--- src/rtl/irig_b_pkg.sv ---
// Shared IRIG-B definitions: symbol encoding, pulse widths, bit period and P marker positions.
package irig_b_pkg;

  // Encoding matches the receive-side pulse classifier
  typedef enum logic [2:0] {
    SYM_L = 3'b001,
    SYM_P = 3'b010,
    SYM_H = 3'b100
  } sym_t;

  typedef enum logic {
    ST_IDLE = 1'b0,
    ST_SEND = 1'b1
  } tx_state_t;

  localparam int P_MS       = 8;
  localparam int H_MS       = 5;
  localparam int L_MS       = 2;
  localparam int BIT_MS     = 10;
  localparam int FRAME_BITS = 100;

  localparam logic [6:0] P_IDX [11] = '{7'd0, 7'd9, 7'd19, 7'd29, 7'd39, 7'd49,
                                        7'd59, 7'd69, 7'd79, 7'd89, 7'd99};

  function automatic logic is_p(input logic [6:0] idx);
    logic hit;
    hit = 1'b0;
    for (int i = 0; i < 11; i++)
      if (idx == P_IDX[i]) hit = 1'b1;
    return hit;
  endfunction

  function automatic logic [3:0] width_ms(input sym_t s);
    logic [3:0] w;
    case (s)
      SYM_P:   w = 4'(P_MS);
      SYM_H:   w = 4'(H_MS);
      default: w = 4'(L_MS);
    endcase
    return w;
  endfunction

endpackage

--- src/rtl/irig_b_tx_sym.sv ---
// Per-bit IRIG-B symbol selection from bit index and latched BCD time.
// Optional straight-binary-seconds field in bits 80-97 when IRIGB_TX_SBS_EN is defined.
module irig_b_tx_sym
  import irig_b_pkg::*;
(
  input  logic [6:0] bit_idx,
  input  logic [6:0] second,
  input  logic [6:0] minute,
  input  logic [5:0] hour,
  input  logic [9:0] doy,
  input  logic [7:0] year,
  output sym_t       sym
);

  logic [99:0] data;
`ifdef IRIGB_TX_SBS_EN
  logic [16:0] sbs;
`endif

  always_comb begin
    data = '0;
    data[4:1]   = second[3:0];
    data[8:6]   = second[6:4];
    data[13:10] = minute[3:0];
    data[17:15] = minute[6:4];
    data[23:20] = hour[3:0];
    data[26:25] = hour[5:4];
    data[33:30] = doy[3:0];
    data[38:35] = doy[7:4];
    data[41:40] = doy[9:8];
    data[53:50] = year[3:0];
    data[58:55] = year[7:4];
`ifdef IRIGB_TX_SBS_EN
    // Digits are used as-is, so invalid BCD yields a wrapped but deterministic value
    sbs = (17'(hour[5:4]) * 17'd10 + 17'(hour[3:0])) * 17'd3600
        + (17'(minute[6:4]) * 17'd10 + 17'(minute[3:0])) * 17'd60
        + 17'(second[6:4]) * 17'd10 + 17'(second[3:0]);
    data[88:80] = sbs[8:0];
    data[97:90] = sbs[16:9];
`endif
    sym = SYM_L;
    if (is_p(bit_idx))
      sym = SYM_P;
    else if (data[bit_idx])
      sym = SYM_H;
  end

endmodule

--- src/rtl/irig_b_tx.sv ---
// IRIG-B DC level-code transmitter: one 100-bit frame per pps_in rising edge.
// Define IRIGB_TX_SBS_EN to carry straight binary seconds of day in bits 80-97.
module irig_b_tx
  import irig_b_pkg::*;
#(
  parameter int CLK_FREQ = 125000000
) (
  input  logic       Clk,
  input  logic       Rst_n,
  input  logic       pps_in,
  input  logic [6:0] TxSecond,
  input  logic [6:0] TxMinute,
  input  logic [5:0] TxHour,
  input  logic [9:0] TxDayOfYear,
  input  logic [7:0] TxYear,
  output logic       IrigbOut,
  output logic       Tx_busy,
  output logic       Frame_done
);

  localparam int DIV   = CLK_FREQ / 1000;
  localparam int CNT_W = (DIV > 1) ? $clog2(DIV) : 1;

  tx_state_t        state, state_nxt;
  logic [CNT_W-1:0] cyc, cyc_nxt;
  logic [3:0]       ms, ms_nxt;
  logic [6:0]       bit_idx, bit_nxt;
  logic             pps_d, pps_rise, tick;
  logic [6:0]       lat_sec, lat_min;
  logic [5:0]       lat_hour;
  logic [9:0]       lat_doy;
  logic [7:0]       lat_year;
  sym_t             sym;

  assign pps_rise = pps_in & ~pps_d;
  assign tick     = (cyc == CNT_W'(DIV - 1));

  // pps_d resets high so a pps_in already high at reset release is not an edge
  always_ff @(posedge Clk or negedge Rst_n) begin
    if (!Rst_n) begin
      state    <= ST_IDLE;
      cyc      <= '0;
      ms       <= '0;
      bit_idx  <= '0;
      pps_d    <= 1'b1;
      lat_sec  <= '0;
      lat_min  <= '0;
      lat_hour <= '0;
      lat_doy  <= '0;
      lat_year <= '0;
    end else begin
      state   <= state_nxt;
      cyc     <= cyc_nxt;
      ms      <= ms_nxt;
      bit_idx <= bit_nxt;
      pps_d   <= pps_in;
      if (pps_rise) begin
        lat_sec  <= TxSecond;
        lat_min  <= TxMinute;
        lat_hour <= TxHour;
        lat_doy  <= TxDayOfYear;
        lat_year <= TxYear;
      end
    end
  end

  always_comb begin
    state_nxt  = state;
    cyc_nxt    = cyc;
    ms_nxt     = ms;
    bit_nxt    = bit_idx;
    Frame_done = 1'b0;
    case (state)
      ST_IDLE: begin
        if (pps_rise) begin
          state_nxt = ST_SEND;
          cyc_nxt   = '0;
          ms_nxt    = '0;
          bit_nxt   = '0;
        end
      end
      ST_SEND: begin
        // A new edge always wins, including on the final cycle of bit 99
        if (pps_rise) begin
          cyc_nxt = '0;
          ms_nxt  = '0;
          bit_nxt = '0;
        end else begin
          cyc_nxt = tick ? '0 : cyc + CNT_W'(1);
          if (tick) begin
            if (ms == 4'(BIT_MS - 1)) begin
              ms_nxt = '0;
              if (bit_idx == 7'(FRAME_BITS - 1)) begin
                state_nxt  = ST_IDLE;
                bit_nxt    = '0;
                Frame_done = 1'b1;
              end else begin
                bit_nxt = bit_idx + 7'd1;
              end
            end else begin
              ms_nxt = ms + 4'd1;
            end
          end
        end
      end
      default: state_nxt = ST_IDLE;
    endcase
  end

  irig_b_tx_sym u_sym (
    .bit_idx (bit_idx),
    .second  (lat_sec),
    .minute  (lat_min),
    .hour    (lat_hour),
    .doy     (lat_doy),
    .year    (lat_year),
    .sym     (sym)
  );

  assign Tx_busy  = (state == ST_SEND);
  assign IrigbOut = Tx_busy && (ms < width_ms(sym));

endmodule
--- config.mk ---
export PLATFORM = sky130hd
export DESIGN_NAME = irig_b_tx
export DESIGN_NICKNAME = d
export VERILOG_FILES = /design/src/rtl/irig_b_pkg.sv /design/src/rtl/irig_b_tx_sym.sv /design/src/rtl/irig_b_tx.sv
export SDC_FILE = /design/constraint.sdc
export NUM_CORES = 1
export LEC_CHECK = 0
export ABC_AREA = 1
export ABC_CLOCK_PERIOD_IN_PS = 2450
export CORE_MARGIN = 3
export CORE_UTILIZATION = 39
export DETAILED_ROUTE_END_ITERATION = 6
export GPL_ROUTABILITY_DRIVEN = 0
export MAX_ROUTING_LAYER = met4
export PLACE_DENSITY_LB_ADDON = 0.25
export SETUP_SLACK_MARGIN = 0.02
export SYNTH_ARGS = -nofsm -noshare
export SYNTH_HDL_FRONTEND = slang
export SYNTH_HIERARCHICAL = 1
export SYNTH_SLANG_ARGS = --single-unit
--- constraint.sdc ---
create_clock -name Clk -period 2.45 [get_ports Clk]
set_input_delay 0.3675 -clock Clk [delete_from_list [all_inputs] [get_ports Clk]]
set_output_delay 0.3675 -clock Clk [all_outputs]
set_load 0.01 [all_outputs]
==> impl_table.tex, run 1 <==
\begin{tabular}{lr}
\hline
Metric & Value \\
\hline
\multicolumn{2}{l}{\textbf{Outcome}} \\
Result of the run & complete, but fails checks \\
Failing checks & hold timing, setup timing \\
\multicolumn{2}{l}{\textbf{Floorplan}} \\
Die area & 11400 um\^{}2 \\
Top-level I/O count & 44 \\
Core footprint & 9820 um\^{}2 \\
Height of the die & 107 um \\
Row Count & 36 \\
Die X-Extent & 107 um \\
Initial cell density of the core & 0.403 \\
\multicolumn{2}{l}{\textbf{Synthesis}} \\
Sequential element share of the synthesized area & 0.430 \\
Count of synthesis-stage warnings from yosys & 6 \\
Synthesized area & 3960 um\^{}2 \\
Net count after synthesis & 609 \\
Ys flop type & sky130\_fd\_sc\_hd\_\_dfrtp\_1 \\
Number of flip-flops and latches in the synthesized netlist & 68 \\
Count of cell types in the netlist & 33 \\
Share of flip-flops with an asynchronous set or reset & 1.00 \\
EDFF count, synth & 0 \\
Syn Area/Cell & 7.06 um\^{}2 \\
Gate count after technology mapping & 561 \\
\multicolumn{2}{l}{\textbf{Finish}} \\
Most common library cell in the layout ignoring fill and taps & sky130\_fd\_sc\_hd\_\_nand2\_1 \\
Final instance area & 5050 um\^{}2 \\
Layout cells sized above 1 & 0.142 \\
Number of inserted diodes & 0 \\
Synthesis-to-layout area growth & 27.7\% \\
Final net count & 679 \\
Highest-count cells in the layout ignoring fill and taps & 242 x sky130\_fd\_sc\_hd\_\_nand2\_1, 65 x sky130\_fd\_sc\_hd\_\_dfrtp\_1, 46 x sky130\_fd\_sc\_hd\_\_nand3\_1 \\
\multicolumn{2}{l}{\textbf{Job}} \\
Max capacitance violation total & 0 \\
\multicolumn{2}{l}{\textbf{Setup path}} \\
Cell at the slowest stage of the critical path & sky130\_fd\_sc\_hd\_\_dfrtp\_2 \\
Endpoint of the worst register-to-register path & bit\_idx[0] \\
CP most frequent cell & sky130\_fd\_sc\_hd\_\_nand2\_1 \\
Category of the critical setup timing path & reg2out \\
FF-to-FF Start & cyc[0] \\
Largest incremental delay on the critical path & 0.46 ns \\
R2r worst-path depth & 10 \\
CP max FO & 8 \\
Data required time of the worst path & 2.08 ns \\
Crit end category & primary output \\
Sequence of cells on the critical path & buf\_6 -> nor2\_4 -> nand2\_1 -> nand3\_1 -> nand2\_1 -> nand3\_1 -> nand2\_1 -> nand2\_1 -> nor2\_2 -> nor2\_2 -> buf\_4 -> nor2\_1 -> nand2\_1 -> nand2\_2 -> ha\_4 -> o21ai\_2 -> nand2\_1 -> nand3\_1 -> nand2\_1 -> nor2\_2 -> buf\_2 \\
Cell family with most CP delay & simple AND/OR/NAND/NOR gates \\
Kind of start point of the critical path & flip-flop \\
Worst reg-to-reg setup slack & 0.64 ns \\
Count of buffering cells on the critical path with inverters included & 3 \\
Data arrival at the endpoint of the critical path & 2.74 ns \\
\multicolumn{2}{l}{\textbf{STA}} \\
Total Negative Setup Slacks & -0.658 ns \\
Fin Hold WS & -0.000659 ns \\
Skew final & 0.00872 ns \\
Timing-limited maximum frequency & 322 MHz \\
Final setup vio count & 1 \\
Crit share post-route & 1.27 \\
RSZ-0062 raised after global routing & yes \\
Min cycle time layout & 3.11 ns \\
Slew Viols, Final & 0 \\
Worst slew margin relative to its limit & 0.633 \\
Final number of hold-violating endpoints & 1 \\
Slack of the critical path & -0.658 ns \\
Actual slew at the worst max-slew pin & 0.550 ns \\
\multicolumn{2}{l}{\textbf{CTS}} \\
Clk sinks & 68 \\
TritonCTS clock tree & built \\
Depth of the CTS H-tree & 3 \\
CTS root buf & sky130\_fd\_sc\_hd\_\_clkbuf\_8 \\
Number of CTS-inserted buffers & 9 \\
Clock insertion delay at the later pin of the skew report & 0.34 ns \\
Maximum number of buffers from clock root to sink & 2 \\
Number of hold buffers added after cts & 0 \\
Clock-pin transition on the worst setup and hold timing paths & 0.08 ns \\
\multicolumn{2}{l}{\textbf{Worst hold path}} \\
Kind of path behind the tightest hold check & in2async \\
\multicolumn{2}{l}{\textbf{Placement}} \\
PortBufs & 43 \\
DPL Wire Length & 7300 um \\
Total cell area at the placement stage & 4700 um\^{}2 \\
\multicolumn{2}{l}{\textbf{Drt}} \\
Iteration count of the initial detailed-routing pass & 4 \\
Number of vias per cell after detailed routing & 4.98 \\
Routed wirelength normalized by instance count & 13.1 um \\
Post-route ant nets & 0 \\
Total wire length & 10100 um \\
DRT iter0 DRCs & 199 \\
Count of vias placed by the detailed router & 3833 \\
Remaining routing DRC violations & 0 \\
\multicolumn{2}{l}{\textbf{GRT}} \\
Total Routing Usage GR & 0.194 \\
Number of antenna violations at the first check in global routing & 0 \\
Remaining global-route overflow & 0 \\
Global-route wire length before repair & 17300 um \\
Vias in the first global route & 3657 \\
Maximum number of pins on one net before global-route repair & 47 \\
\multicolumn{2}{l}{\textbf{Pwr}} \\
Pwr/cell area & 798 nW/um\^{}2 \\
Static power due to leakage & 0.00248 uW \\
Worst-case vdd ir drop & 456 uV \\
\hline
\end{tabular}
## worst reg2reg max path, stage by stage (launching register included)
cell	delay (ns)
sky130_fd_sc_hd__dfrtp_1	0.42
sky130_fd_sc_hd__ha_1	0.24
sky130_fd_sc_hd__nand2_2	0.10
sky130_fd_sc_hd__inv_2	0.08
sky130_fd_sc_hd__nand2_1	0.05
sky130_fd_sc_hd__nor2_1	0.11
sky130_fd_sc_hd__nand2_1	0.13
sky130_fd_sc_hd__nand2_4	0.19
sky130_fd_sc_hd__nand3_2	0.18
sky130_fd_sc_hd__nand2_1	0.10
sky130_fd_sc_hd__nand2_1	0.09
## cell type report
cell class / instances / area [um^2]
Fill cell: 1017 / 4770
Tap cell: 133 / 166
Sequential cell: 68 / 1710
Clock buffer: 11 / 151
Clock inverter: 5 / 106
Timing Repair Buffer: 74 / 672
Multi-Input combinational cell: 434 / 2080
Inverter: 44 / 168
## where the power goes
group	switching (uW)	internal (uW)
Sequential	164	1270
Clock	456	736
Combinational	786	620
Total	1410	2630
## what timing repair did
item	in CTS	in global routing
pin swaps	16	15
gates cloned	1	0
setup endpoints to repair	2	2
hold endpoints to repair	0	0
buffers inserted	2	1
gates resized for setup	14	11
## cell usage after synthesis (3+ instances only)
library cell / number / share of area
sky130_fd_sc_hd__nand2_1: 246 / 0.23
sky130_fd_sc_hd__dfrtp_1: 67 / 0.42
sky130_fd_sc_hd__nand3_1: 50 / 0.063
sky130_fd_sc_hd__nor2_1: 48 / 0.046
sky130_fd_sc_hd__inv_1: 37 / 0.035
sky130_fd_sc_hd__nand4_1: 16 / 0.025
sky130_fd_sc_hd__o21ai_0: 10 / 0.013
sky130_fd_sc_hd__o21ai_1: 10 / 0.013
sky130_fd_sc_hd__buf_2: 7 / 0.0088
sky130_fd_sc_hd__ha_1: 7 / 0.022
sky130_fd_sc_hd__inv_2: 7 / 0.0066
sky130_fd_sc_hd__a21oi_1: 6 / 0.0076
sky130_fd_sc_hd__clkbuf_1: 6 / 0.0057
sky130_fd_sc_hd__o22ai_1: 6 / 0.0095
sky130_fd_sc_hd__xor2_1: 6 / 0.013
sky130_fd_sc_hd__nor3_1: 5 / 0.0063
sky130_fd_sc_hd__nor2_4: 3 / 0.0085
## stage by stage
| stage | hold slack [ns] | power, uW | worst slack, ns | utilization | cells |
|---|---|---|---|---|---|
| final | -0.000659 | 4030 | -0.658 | 0.515 | 769 |
| after global routing | 0.0289 | 4300 | -0.920 | 0.515 | 769 |
| after CTS | 0.00668 | 3970 | -0.722 | 0.509 | 768 |
| after detailed placement | 0.385 | 2730 | -0.843 | 0.479 | 749 |
| after global placement | 0.384 | 2680 | -0.723 | 0.479 | 749 |
| after floorplan | 0.0719 | 2240 | -0.0675 | - | 561 |
## registers in the layout, summed over array words and instances, names as in the netlist
name,cells
lat_sec,7
lat_year,8
Tx_busy,1
pps_d,1
cyc,17
ms,4
bit_idx,7
lat_hour,6
lat_min,7
lat_doy,10
## kinds of logic after synthesis
logic type | count (synthesis) | synth area share
and+or+nand+nor | 379 | 0.410
DFF | 68 | 0.430
buffers and inverters | 60 | 0.0629
AOI/OAI and AO/OA | 39 | 0.0575
xor gates and xnor gates | 8 | 0.0177
adders and majority gates | 7 | 0.0221
## metal layers
metal	up-vias	wire, um	global-route usage
li1	1933	-	-
met1	1787	4750	0.257
met2	95	4730	0.301
met3	18	422	0.0367
met4	0	165	0.0667
met5	-	0	-
## worst max-delay path by stage
stage	startpoint	to	cells after the start
after floorplan	bit_idx[1]	IrigbOut	20
after global placement	bit_idx[1]	IrigbOut	21
final	bit_idx[0]	IrigbOut	21
after detailed placement	bit_idx[1]	IrigbOut	21
after CTS	bit_idx[0]	IrigbOut	21
after global routing	bit_idx[0]	IrigbOut	21
Power figures use the tool's default switching activity.
==> run 2: changes to the inputs <==
CORE_UTILIZATION = 30   (was 39)
==> run 2 against run 1 <==
Compared with the run above: the run ends with setup timing left; register-to-register slack about the same; die area up 28%; cell count rose by 5.7%; clock-buffer cell count increased by 1; critical path depth grew 1; core utilization shrank 10 points; flip-flop and latch count unchanged; power rose by 7.0%.
==> impl_table.tex, run 2 (synthesis results as in run 1) <==
\begin{tabular}{lr}
\hline
Metric & Value \\
\hline
\multicolumn{2}{l}{\textbf{CTS}} \\
Clk sinks & 68 \\
Clock insertion delay at the later pin of the skew report & 0.34 ns \\
TritonCTS clock tree & built \\
CTS root buf & sky130\_fd\_sc\_hd\_\_clkbuf\_16 \\
Depth of the CTS H-tree & 3 \\
Maximum number of buffers from clock root to sink & 2 \\
Clock-pin transition on the worst setup and hold timing paths & 0.06 ns \\
Number of CTS-inserted buffers & 9 \\
Number of hold buffers added after cts & 0 \\
\multicolumn{2}{l}{\textbf{Setup path}} \\
Largest incremental delay on the critical path & 0.49 ns \\
Data arrival at the endpoint of the critical path & 2.79 ns \\
CP max FO & 7 \\
Sequence of cells on the critical path & buf\_4 -> nand2\_2 -> inv\_1 -> nand2\_1 -> nand3\_2 -> nand2\_1 -> nand3\_1 -> nand2\_1 -> nand2\_2 -> nor2\_4 -> nor2\_4 -> nor2\_2 -> nor2\_1 -> nand2\_1 -> nand2\_1 -> ha\_1 -> o21ai\_1 -> nand2\_1 -> nand3\_1 -> nand2\_1 -> nor2\_2 -> buf\_2 \\
Cell family with most CP delay & simple AND/OR/NAND/NOR gates \\
Crit end category & primary output \\
Data required time of the worst path & 2.08 ns \\
Count of buffering cells on the critical path with inverters included & 3 \\
CP most frequent cell & sky130\_fd\_sc\_hd\_\_nand2\_1 \\
Kind of start point of the critical path & flip-flop \\
Cell at the slowest stage of the critical path & sky130\_fd\_sc\_hd\_\_dfrtp\_2 \\
Category of the critical setup timing path & reg2out \\
\multicolumn{2}{l}{\textbf{Floorplan}} \\
Die X-Extent & 121 um \\
Die area & 14600 um\^{}2 \\
Core footprint & 12800 um\^{}2 \\
Height of the die & 121 um \\
Top-level I/O count & 44 \\
Initial cell density of the core & 0.310 \\
Row Count & 41 \\
\multicolumn{2}{l}{\textbf{Drt}} \\
Iteration count of the initial detailed-routing pass & 5 \\
Total wire length & 10700 um \\
Routed wirelength normalized by instance count & 13.1 um \\
Count of vias placed by the detailed router & 3817 \\
Remaining routing DRC violations & 0 \\
DRT iter0 DRCs & 237 \\
Number of vias per cell after detailed routing & 4.69 \\
Post-route ant nets & 0 \\
\multicolumn{2}{l}{\textbf{STA}} \\
Final number of hold-violating endpoints & 0 \\
Slew Viols, Final & 0 \\
Skew final & 0.00360 ns \\
Actual slew at the worst max-slew pin & 0.512 ns \\
RSZ-0062 raised after global routing & yes \\
Timing-limited maximum frequency & 317 MHz \\
Min cycle time layout & 3.15 ns \\
Worst slew margin relative to its limit & 0.659 \\
Slack of the critical path & -0.705 ns \\
Crit share post-route & 1.29 \\
Final setup vio count & 2 \\
\multicolumn{2}{l}{\textbf{GRT}} \\
Remaining global-route overflow & 0 \\
Number of antenna violations at the first check in global routing & 0 \\
Total Routing Usage GR & 0.162 \\
Global-route wire length before repair & 18400 um \\
Maximum number of pins on one net before global-route repair & 44 \\
Vias in the first global route & 3861 \\
\multicolumn{2}{l}{\textbf{Pwr}} \\
Static power due to leakage & 0.00255 uW \\
Sequential cell fraction of total power & 0.334 \\
Worst-case vdd ir drop & 422 uV \\
Pwr/cell area & 825 nW/um\^{}2 \\
Net switching share of the total power & 0.329 \\
Internal Pwr Total & 2890 uW \\
Share of power burned in the clock network & 0.339 \\
Part of the power in combinational logic & 0.327 \\
Power, Total & 4320 uW \\
P\_sw & 1420 uW \\
\multicolumn{2}{l}{\textbf{Finish}} \\
Highest-count cells in the layout ignoring fill and taps & 243 x sky130\_fd\_sc\_hd\_\_nand2\_1, 66 x sky130\_fd\_sc\_hd\_\_dfrtp\_1, 46 x sky130\_fd\_sc\_hd\_\_nand3\_1 \\
Filler cells & 1327 \\
Number of inserted diodes & 0 \\
Final net count & 684 \\
Synthesis-to-layout area growth & 32.2\% \\
Largest registers & cyc (17), lat\_doy (10), lat\_year (8) \\
Layout cells sized above 1 & 0.145 \\
Final Instance Count excl. Fillers & 813 \\
Largest Register & cyc \\
Max FFs per register & 17 \\
Most common library cell in the layout ignoring fill and taps & sky130\_fd\_sc\_hd\_\_nand2\_1 \\
Utilization after layout & 0.410 \\
\multicolumn{2}{l}{\textbf{Placement}} \\
DPL Wire Length & 7730 um \\
Placed insts & 790 \\
PortBufs & 43 \\
Post-placement worst setup slack & -0.832 ns \\
\multicolumn{2}{l}{\textbf{Outcome}} \\
Failing checks & setup timing \\
Result of the run & complete, but fails checks \\
\multicolumn{2}{l}{\textbf{Worst hold path}} \\
Kind of path behind the tightest hold check & in2async \\
\multicolumn{2}{l}{\textbf{Job}} \\
Max capacitance violation total & 0 \\
\hline
\end{tabular}
==> run 2: changes by cell type in the layout (fill, tap and decap cells not counted), moves of 2 or more <==
cell	delta
sky130_fd_sc_hd__clkbuf_16	+9
sky130_fd_sc_hd__clkbuf_8	-8
sky130_fd_sc_hd__buf_4	+5
sky130_fd_sc_hd__clkinv_2	+2
==> run 2: power groups by stage <==
stage | combinational [uW] | clock (uW) | sequential [uW]
2_1_floorplan | 827 | 0 | 1410
3_5_place_dp | 1300 | 0 | 1450
6_report | 1410 | 1460 | 1440
4_1_cts | 1360 | 1490 | 1440
5_1_grt | 1600 | 1540 | 1470
3_3_place_gp | 1270 | 0 | 1450
==> run 2: through the flow <==
stage	cell area [um^2]	TNS, ns	hold WS [ns]
final	5230	-0.707	0.0444
after global routing	5230	-1.15	0.0887
after CTS	5170	-0.767	0.0533
after detailed placement	4770	-0.832	0.424
after global placement	4770	-0.794	0.424
after floorplan	3990	-0.0675	0.0719
==> run 2: layout make-up <==
cell class	count	area (um^2)	area share
Sequential cell	68	1700	0.326
Inverter	44	168	0.0320
Multi-Input combinational cell	433	2070	0.396
Clock inverter	4	70.1	0.0134
Tap cell	172	215	0.0411
Clock buffer	12	267	0.0509
Timing Repair Buffer	80	739	0.141
==> run 2: repair_timing <==
item,CTS,global route
setup endpoints to repair,2,2
pin swaps,19,10
gates resized for setup,14,12
cloned,1,0
setup buffers,4,2
==> run 2: worst register-to-register path: stages (launching register included) <==
cell	delay [ns]
sky130_fd_sc_hd__dfrtp_1	0.42
sky130_fd_sc_hd__ha_1	0.23
sky130_fd_sc_hd__nand2_2	0.10
sky130_fd_sc_hd__inv_2	0.08
sky130_fd_sc_hd__nand2_1	0.05
sky130_fd_sc_hd__nor2_1	0.10
sky130_fd_sc_hd__nand2_1	0.13
sky130_fd_sc_hd__nand2_4	0.21
sky130_fd_sc_hd__nand3_2	0.20
sky130_fd_sc_hd__nand2_1	0.11
sky130_fd_sc_hd__nand2_1	0.05
==> run 2: path summary, 6_finish.rpt <==
kind	startpoint	end	slack (ns)	cells after the start
hold reg to reg	lat_min[5]	lat_min[5]	0.47	2
min in group Clk	pps_in	pps_d	0.45	1
setup reg to reg	cyc[0]	bit_idx[2]	0.65	10
max in group asynchronous	Rst_n	bit_idx[0]	1.98	2
setup / recovery	bit_idx[0]	IrigbOut	-0.70	22
hold / removal	Rst_n	bit_idx[2]	0.04	2
==> run 2: layer usage <==
| layer | up-vias | GRT usage | wire length [um] |
|---|---|---|---|
| met4 | 0 | 0.0644 | 174 |
| met3 | 12 | 0.0401 | 396 |
| li1 | 1944 | - | - |
| met1 | 1793 | 0.200 | 5030 |
| met5 | - | - | 0 |
| met2 | 68 | 0.255 | 5080 |
==> run 3: changes to the inputs <==
ABC_AREA = default   (was 1)
==> run 3 against run 2 <==
Compared with the run above: the run still ends with setup timing left; synthesized cell count shrank 21%; cell count shrank 13%; design area decreased by 2.2%; critical endpoint unchanged; sequential power decreased by 9.7%; clock skew is 0.0010 ns higher.
==> impl_table.tex, run 3 <==
\begin{tabular}{lr}
\hline
Metric & Value \\
\hline
\multicolumn{2}{l}{\textbf{Outcome}} \\
Result of the run & complete, but fails checks \\
Failing checks & setup timing \\
\multicolumn{2}{l}{\textbf{Setup path}} \\
Critical Path Source & bit\_idx[1] \\
Kind of start point of the critical path & flip-flop \\
End point of the critical path & IrigbOut \\
Worst reg-to-reg setup slack & 0.24 ns \\
Endpoint of the worst register-to-register path & bit\_idx[5] \\
Data arrival at the endpoint of the critical path & 2.97 ns \\
Data required time of the worst path & 2.08 ns \\
FF-to-FF Start & cyc[5] \\
Category of the critical setup timing path & reg2out \\
Crit end category & primary output \\
R2r worst-path depth & 6 \\
CP max FO & 9 \\
\multicolumn{2}{l}{\textbf{Floorplan}} \\
Core footprint & 12200 um\^{}2 \\
Height of the die & 118 um \\
Row Count & 40 \\
Die area & 14000 um\^{}2 \\
Die X-Extent & 118 um \\
Initial cell density of the core & 0.311 \\
Top-level I/O count & 44 \\
\multicolumn{2}{l}{\textbf{STA}} \\
Total Negative Setup Slacks & -0.890 ns \\
Slew Viols, Final & 0 \\
Final number of hold-violating endpoints & 0 \\
Crit share post-route & 1.36 \\
Final setup vio count & 1 \\
RSZ-0062 raised after global routing & yes \\
Skew final & 0.00461 ns \\
Worst slew margin relative to its limit & 0.421 \\
Slack of the critical path & -0.890 ns \\
Actual slew at the worst max-slew pin & 0.866 ns \\
Timing-limited maximum frequency & 299 MHz \\
Min cycle time layout & 3.34 ns \\
\multicolumn{2}{l}{\textbf{CTS}} \\
Clk sinks & 68 \\
TritonCTS clock tree & built \\
Depth of the CTS H-tree & 3 \\
Number of hold buffers added after cts & 0 \\
Maximum number of buffers from clock root to sink & 2 \\
CTS root buf & sky130\_fd\_sc\_hd\_\_clkbuf\_16 \\
Clock-pin transition on the worst setup and hold timing paths & 0.06 ns \\
Number of CTS-inserted buffers & 9 \\
Clock insertion delay at the later pin of the skew report & 0.34 ns \\
\multicolumn{2}{l}{\textbf{Finish}} \\
Largest Register & cyc \\
Final Instance Count excl. Fillers & 706 \\
Most common library cell in the layout ignoring fill and taps & sky130\_fd\_sc\_hd\_\_nand2\_1 \\
Utilization after layout & 0.421 \\
Synthesis-to-layout area growth & 35.2\% \\
Area of combinational cells with multiple inputs & 1980 um\^{}2 \\
Max FFs per register & 17 \\
Largest registers & cyc (17), lat\_doy (10), lat\_year (8) \\
Filler cells & 1206 \\
Layout cells sized above 1 & 0.197 \\
Final net count & 581 \\
Highest-count cells in the layout ignoring fill and taps & 140 x sky130\_fd\_sc\_hd\_\_nand2\_1, 65 x sky130\_fd\_sc\_hd\_\_dfrtp\_1, 48 x sky130\_fd\_sc\_hd\_\_buf\_4 \\
Storage cell area & 1710 um\^{}2 \\
Number of inserted diodes & 0 \\
\multicolumn{2}{l}{\textbf{Synthesis}} \\
Syn Area/Cell & 8.51 um\^{}2 \\
Ys flop type & sky130\_fd\_sc\_hd\_\_dfrtp\_1 \\
Gate count after technology mapping & 445 \\
Sequential element share of the synthesized area & 0.450 \\
EDFF count, synth & 0 \\
Largest cells by area after synthesis & sky130\_fd\_sc\_hd\_\_dfrtp\_1 44\%, sky130\_fd\_sc\_hd\_\_nand2\_1 14\%, sky130\_fd\_sc\_hd\_\_mux2i\_1 2.9\%, sky130\_fd\_sc\_hd\_\_o21ai\_0 2.6\%, sky130\_fd\_sc\_hd\_\_ha\_1 2.3\% \\
Number of flip-flops and latches in the synthesized netlist & 68 \\
Count of synthesis-stage warnings from yosys & 6 \\
Most frequent cells after synthesis & 140 x sky130\_fd\_sc\_hd\_\_nand2\_1, 67 x sky130\_fd\_sc\_hd\_\_dfrtp\_1, 21 x sky130\_fd\_sc\_hd\_\_nor2\_1 \\
Most common cell in the synthesized netlist & sky130\_fd\_sc\_hd\_\_nand2\_1 \\
Share of flip-flops with an asynchronous set or reset & 1.00 \\
Proportion of netlist area held by the largest area contributor & 0.443 \\
Count of cell types in the netlist & 60 \\
Synthesized area & 3790 um\^{}2 \\
Cell type with the largest total area after synthesis & sky130\_fd\_sc\_hd\_\_dfrtp\_1 \\
Net count after synthesis & 493 \\
\multicolumn{2}{l}{\textbf{Drt}} \\
Number of vias per cell after detailed routing & 4.87 \\
Total wire length & 10000 um \\
DRT iter0 DRCs & 203 \\
Routed wirelength normalized by instance count & 14.2 um \\
Remaining routing DRC violations & 0 \\
Count of vias placed by the detailed router & 3439 \\
Iteration count of the initial detailed-routing pass & 4 \\
Post-route ant nets & 0 \\
\multicolumn{2}{l}{\textbf{Pwr}} \\
Power, Total & 3010 uW \\
Static power due to leakage & 0.00226 uW \\
Pwr/cell area & 589 nW/um\^{}2 \\
Worst-case vdd ir drop & 316 uV \\
\multicolumn{2}{l}{\textbf{GRT}} \\
Global-route wire length before repair & 17400 um \\
Maximum number of pins on one net before global-route repair & 46 \\
Vias in the first global route & 3568 \\
Remaining global-route overflow & 0 \\
Number of antenna violations at the first check in global routing & 0 \\
Total Routing Usage GR & 0.154 \\
\multicolumn{2}{l}{\textbf{Placement}} \\
Placed insts & 681 \\
DPL Wire Length & 7010 um \\
PortBufs & 43 \\
\multicolumn{2}{l}{\textbf{Job}} \\
Max capacitance violation total & 0 \\
\multicolumn{2}{l}{\textbf{Worst hold path}} \\
Kind of path behind the tightest hold check & in2async \\
\hline
\end{tabular}
[run 3: cell count changes in the layout (fill, tap and decap cells not counted), moves of 12 or more]
cell,delta
sky130_fd_sc_hd__nand2_1,-103
sky130_fd_sc_hd__nand3_1,-33
sky130_fd_sc_hd__inv_1,-22
sky130_fd_sc_hd__nor2_1,-21
sky130_fd_sc_hd__buf_4,+15
sky130_fd_sc_hd__nand4_1,-12
[run 3: repair_timing]
item	4_1_cts	5_1_grt
setup buffers	5	5
pin swaps	5	11
gates resized for setup	15	13
setup endpoints to repair	2	4
[run 3: logic make-up after synthesis]
| kind of cell | Yosys count | share of synthesized area |
|---|---|---|
| simple gates | 239 | 0.293 |
| xor+xnor | 2 | 0.00463 |
| mux | 14 | 0.0410 |
| flops | 68 | 0.450 |
| fa+ha+maj | 7 | 0.0231 |
| compound gates | 79 | 0.141 |
| buf+inv | 36 | 0.0472 |
[run 3: how the worst min path moves through the flow]
stage	depth (start not counted)	from	endpoint
after floorplan	0	Rst_n	Tx_busy
after global placement	1	Rst_n	lat_min[6]
after detailed placement	1	Rst_n	lat_doy[9]
after CTS	1	Rst_n	lat_doy[9]
after global routing	1	Rst_n	lat_hour[4]
final	1	Rst_n	lat_min[6]
[run 3: report_power, final]
part	total [uW]	internal, uW	switching [uW]
Sequential	1300	1230	75.3
Combinational	325	162	163
Clock	1390	890	495
Total	3010	2280	733
[run 3: per-layer routing]
layer  global-route usage  up-vias  wire length (um)
li1                     -     1714                 -
met1                0.192     1661              4580
met2                0.248       50              4970
met3               0.0431       14               372
met4               0.0418        0               112
met5                    -        -                 0
[run 3: layout make-up]
| type | count | area share |
|---|---|---|
| multi-input cells | 341 | 0.387 |
| flip-flops and latches | 68 | 0.333 |
| repair buffers | 97 | 0.165 |
| clock inverters | 6 | 0.0174 |
| clock buffers | 10 | 0.0447 |
| inverters | 16 | 0.0117 |
| well taps | 168 | 0.0411 |
[run 3: through the flow]
| stage | hold slack (ns) | setup slack, ns | area [um^2] |
|---|---|---|---|
| after floorplan | 0.0719 | -0.318 | 3790 |
| after global placement | 0.403 | -0.970 | 4670 |
| after detailed placement | 0.408 | -1.10 | 4670 |
| after CTS | 0.0452 | -0.917 | 5030 |
| after global routing | 0.0757 | -1.07 | 5120 |
| final | 0.0308 | -0.890 | 5120 |
[run 3: worst max-delay path, cell delays in order (launching register included)]
cell and delay, ns:
sky130_fd_sc_hd__dfrtp_2 0.47, sky130_fd_sc_hd__or2_2 0.33, sky130_fd_sc_hd__nor3_1 0.28, sky130_fd_sc_hd__nor3_1 0.09, sky130_fd_sc_hd__o31ai_1 0.34, sky130_fd_sc_hd__and2_1 0.21
sky130_fd_sc_hd__nor2_1 0.05, sky130_fd_sc_hd__nand2_1 0.12, sky130_fd_sc_hd__nand2_1 0.08, sky130_fd_sc_hd__ha_1 0.29, sky130_fd_sc_hd__o21ai_2 0.07, sky130_fd_sc_hd__a21oi_2 0.07
sky130_fd_sc_hd__nor3_2 0.10, sky130_fd_sc_hd__buf_2 0.15
